### src/rtl/axis_checksum_append.sv
// AXI4-Stream pass-through that appends a negated 32-bit word-sum trailer per packet.
// Enforces a maximum packet length and keeps a packet counter plus a sticky oversize flag.
module axis_checksum_append #(
    parameter int DATA_WIDTH = 32,
    parameter int MAX_LEN    = 256,
    parameter int CNT_WIDTH  = 16
) (
    input  logic                  clk,
    input  logic                  resetn,
    input  logic                  enable,
    input  logic                  clear,
    output logic                  s_axis_tready,
    input  logic [DATA_WIDTH-1:0] s_axis_tdata,
    input  logic                  s_axis_tlast,
    input  logic                  s_axis_tvalid,
    output logic                  m_axis_tvalid,
    output logic [DATA_WIDTH-1:0] m_axis_tdata,
    output logic                  m_axis_tlast,
    input  logic                  m_axis_tready,
    output logic [CNT_WIDTH-1:0]  pkt_count,
    output logic                  err_oversize
);

    localparam int LW = $clog2(MAX_LEN + 1);

    typedef enum logic [1:0] {
        IDLE,
        PASS,
        TRAILER
    } state_t;

    state_t                r_state;
    logic                  r_mode;
    logic [DATA_WIDTH-1:0] r_sum;
    logic [LW-1:0]         r_len;
    logic                  r_m_valid;
    logic [DATA_WIDTH-1:0] r_m_data;
    logic                  r_m_last;
    logic [CNT_WIDTH-1:0]  r_pkt_count;
    logic                  r_err;

    logic                  w_out_free;
    logic                  w_acc;
    logic                  w_first;
    logic [LW-1:0]         w_len_next;
    logic                  w_hit_max;
    logic                  w_last;
    logic                  w_mode;
    logic [DATA_WIDTH-1:0] w_sum_next;

    always_comb begin
        w_out_free    = !r_m_valid || m_axis_tready;
        s_axis_tready = resetn && (r_state != TRAILER) && w_out_free;
        w_acc         = s_axis_tvalid && s_axis_tready;
        w_first       = (r_state == IDLE);
        w_len_next    = w_first ? LW'(1) : r_len + LW'(1);
        w_hit_max     = (w_len_next == LW'(MAX_LEN));
        w_last        = s_axis_tlast || w_hit_max;
        w_mode        = w_first ? enable : r_mode;
        w_sum_next    = w_first ? s_axis_tdata : r_sum + s_axis_tdata;
    end

    always_ff @(posedge clk) begin
        if (!resetn) begin
            r_state     <= IDLE;
            r_mode      <= 1'b0;
            r_sum       <= '0;
            r_len       <= '0;
            r_m_valid   <= 1'b0;
            r_m_data    <= '0;
            r_m_last    <= 1'b0;
            r_pkt_count <= '0;
            r_err       <= 1'b0;
        end else begin
            if (w_acc) begin
                r_mode    <= w_mode;
                r_sum     <= w_sum_next;
                r_m_valid <= 1'b1;
                r_m_data  <= s_axis_tdata;
                // with a trailer pending, only the trailer carries tlast
                r_m_last  <= !w_mode && w_last;
                if (w_last) begin
                    r_state <= w_mode ? TRAILER : IDLE;
                    r_len   <= '0;
                end else begin
                    r_state <= PASS;
                    r_len   <= w_len_next;
                end
            end else if (r_state == TRAILER && w_out_free) begin
                r_m_valid <= 1'b1;
                r_m_data  <= ~r_sum + DATA_WIDTH'(1);
                r_m_last  <= 1'b1;
                r_sum     <= '0;
                r_state   <= IDLE;
            end else if (m_axis_tready) begin
                r_m_valid <= 1'b0;
            end

            if (clear) begin
                r_pkt_count <= '0;
                r_err       <= 1'b0;
            end else begin
                if (r_m_valid && m_axis_tready && r_m_last)
                    r_pkt_count <= r_pkt_count + CNT_WIDTH'(1);
                if (w_acc && w_hit_max && !s_axis_tlast)
                    r_err <= 1'b1;
            end
        end
    end

    assign m_axis_tvalid = r_m_valid;
    assign m_axis_tdata  = r_m_data;
    assign m_axis_tlast  = r_m_last;
    assign pkt_count     = r_pkt_count;
    assign err_oversize  = r_err;

endmodule

### config.mk
export PLATFORM = sky130hd
export DESIGN_NAME = axis_checksum_append
export DESIGN_NICKNAME = d
export VERILOG_FILES = /design/src/rtl/axis_checksum_append.sv
export SDC_FILE = /design/constraint.sdc
export NUM_CORES = 1
export LEC_CHECK = 0
export ABC_AREA = 1
export CAP_MARGIN = 30
export CORE_ASPECT_RATIO = 0.9
export CORE_MARGIN = 2
export CORE_UTILIZATION = 55
export DETAILED_ROUTE_END_ITERATION = 10
export PLACE_DENSITY = 0.79
export SLEW_MARGIN = 15
export SYNTH_ARGS = -nofsm -noshare
export SYNTH_HDL_FRONTEND = slang
export SYNTH_SLANG_ARGS = --single-unit
export TNS_END_PERCENT = 10
### constraint.sdc
create_clock -name clk -period 2.8 [get_ports clk]
set_input_delay 0.56 -clock clk [delete_from_list [all_inputs] [get_ports clk]]
set_output_delay 0.56 -clock clk [all_outputs]
set_load 0.005 [all_outputs]
==> results of run 1 <==
## through the flow
| step | instance area (sq um) | setup slack, ps | hold slack [ps] | util (%) |
|---|---|---|---|---|
| global route | 8840 | 149 | 492 | 66.7 |
| detailed placement | 8510 | 38.7 | 458 | 64.2 |
| finish | 8840 | 315 | 465 | 66.7 |
| global placement | 8510 | 72.9 | 454 | 64.2 |
| floorplan | 7420 | 686 | 444 | - |
| CTS | 8840 | 317 | 468 | 66.7 |
## synth_stat cells
master,instances,area (sq um)
o21ai_1,6,30.0
o21bai_1,3,22.5
nor2_1,102,383
nand2_8,1,20.0
nor4_1,2,12.5
a21oi_2,1,8.76
inv_2,8,30.0
buf_2,4,20.0
fa_1,1,20.0
o21ai_0,50,250
o22ai_1,5,31.3
a21o_1,2,15.0
and2_1,3,18.8
nand2_2,4,25.0
o211ai_1,3,22.5
nand2_1,401,1510
mux2i_1,1,10.0
nand3_2,4,40.0
a211oi_1,1,7.51
nand3_1,93,465
inv_1,203,762
or2_2,2,12.5
a221oi_1,2,17.5
nand3b_1,4,30.0
a21oi_1,108,541
xnor2_1,2,17.5
nand4_1,15,93.8
nor4b_1,1,8.76
nor3_1,9,45.0
nor3_2,2,20.0
dfxtp_1,95,1900
clkbuf_1,18,67.6
a31oi_1,18,113
nor2_2,8,50.1
xor2_1,25,219
nor2_4,3,33.8
ha_1,34,425
buf_4,2,15.0
buf_6,7,78.8
o21a_1,4,30.0
## registers in the layout, summed over array words and instances (netlist names)
signal / flops
r_sum: 32
r_len: 9
err_oversize: 1
m_axis_tdata: 32
r_mode: 1
pkt_count: 16
r_state: 2
m_axis_tlast: 1
m_axis_tvalid: 1
## critical path: stages
cell and delay, ps:
clkdlybuf4s50_1 520, nor2_1 60, inv_1 90, nand2_1 80
inv_2 110, clkdlybuf4s50_1 510
## logic make-up (layout without fill, tap and decap cells)
logic type,after synthesis,count (layout)
xor+xnor,27,27
fa+ha+maj,35,35
flops,95,95
compound gates,203,203
simple gates,654,654
mux,1,1
buf+inv,242,337
## report_power, final
| group | total [mW] | switching (mW) | leakage, nW | internal [mW] |
|---|---|---|---|---|
| Sequential | 1.50 | 0.0798 | 0.774 | 1.42 |
| Combinational | 1.14 | 0.708 | 3.28 | 0.428 |
| Clock | 1.36 | 0.553 | 0.163 | 0.812 |
| Total | 4.00 | 1.34 | 4.22 | 2.66 |
## layer usage
layer	share of wire (%)	routed length, um	up-vias
li1	-	-	4163
met2	46	10100	299
met5	0	0	-
met4	3.1	681	0
met1	44	9610	3632
met3	7.5	1670	56
## layout make-up
cell class / instances / area (sq um) / area share (%)
multi-input combinational: 920 / 4540 / 51.4
sequential: 95 / 1900 / 21.5
timing repair buffer: 110 / 1060 / 12.0
inverter: 211 / 792 / 8.96
clock buffer: 10 / 239 / 2.70
tap: 168 / 210 / 2.38
clock inverter: 6 / 91.3 / 1.03
## worst paths after layout
| path | slack, ps | endpoint | depth (start not counted) |
|---|---|---|---|
| setup / recovery | 310 | s_axis_tready | 6 |
| hold / removal | 470 | m_axis_tdata[0] | 2 |
| setup reg to reg | 560 | m_axis_tdata[23] | 12 |
| hold reg to reg | 470 | m_axis_tdata[0] | 2 |
==> flow_summary.ini, run 1 <==
[status]
status = finished, final reports clean

[finish]
stdcell_count = 1520
drive_gt1_share_pct = 5.10
fillers = 1282
final_common_cell = nand2_1
antenna_cells = 0
syn2layout_area_growth_pct = 19.2
nets = 1421
layout_common_cells = nand2_1 (401), inv_1 (203), a21oi_1 (108)

[clock_tree]
insertion_delay_ps = 350
cts_setup_buffers = 0
ctsResizeCount = 0
htreeDepth = 3
cts.sink_count = 95
ctsHoldBuffers = 0
clk_path_buf_depth = 2
clk_pin_slew_worst_paths_ps = 70
cts_root_buffer = clkbuf_16
cts_tree = built
cts_made_buffers = 9

[synth]
synthAdderAreaFrac_pct = 6.00
synth-xor-area-share_pct = 3.19
ys_ff_latch = 95
synth_mux_area_share_pct = 0.135
yosysWarnings = 0
yosysSeqAreaShare_pct = 25.6
yosysUniqueCellTypes = 40
synth_nets = 1331
synth_compound_area_share_pct = 14.7
synthCells = 1257
avgSynthCellArea_sq_um = 5.90
synth_top_family_by_area = simple AND/OR/NAND/NOR gates
synth.cell_area_sq_um = 7420
synthSimpleGateAreaFrac_pct = 37.3

[drt]
viasPerCell = 5.36
firstDrtPassIters = 7
ant_nets = 0
drtIter0Drc = 768
num_vias = 8150
wl_um = 22100
wire_per_inst_um = 14.5
route.detailed.drc = 0

[sta]
rsz0062_at_grt = no
relSlewSlack_pct = 44.1
tightest_slew_ps = 838
hold_viol = 0
period_minus_slack_ps = 2490
clock_skew_ps = 13.7
finalCritPeriodShare_pct = 88.8
slew_viol_final = 0
max_freq_mhz = 402
totalNegativeSetupSlack_ps = 0
finalSetupViolations = 0

[critical_path]
cp.arrival_ps = 1930
cp.required_ps = 2240
reg2reg_from = r_sum[5]
path_max_fanout = 3
worst_setup_path_start_kind = input port
criticalPathCategory = input port to output port
end_kind = output port
critPathLaunch = m_axis_tready

[pwr]
power_leakage_nw = 4.22
powerDensity_nw_per_um2 = 452
ir_worst_vdd_uv = 336
total_power_mw = 4.00

[grt]
top_usage_layer = met2
grt_antenna_before_repair = 0
met1_usage_pct = 39.7
gr-usage-met3_pct = 5.51
grt_pass1_vias = 7547
gr-total-overflow = 0
grt_util_all_layers_pct = 30.8
use_met2_pct = 52.2
grt_max_degree = 77
grt_pass1_wl_um = 36000

[die]
core-area_sq_um = 13300
dieArea_sq_um = 14400
die_x_um = 126
initial_core_util_pct = 55.9
ios = 91
rows = 40
die-height_um = 114

[hold_path]
hold_class = flip-flop to flip-flop
worstHoldStart = m_axis_tdata[0]

[placed_design]
dpl.hpwl_um = 17100
gp_congestion = 0.982
dp.cells = 1504
io_buffer_count = 90

[run]
max-cap-violations = 0
No activity file was read; power rests on OpenSTA's default activity.
==> inputs of run 2 (changes only) <==
SLEW_MARGIN = 20   (was 15)
==> results of run 2 <==
Final layout, timing and power as in run 1 (identical DEF).
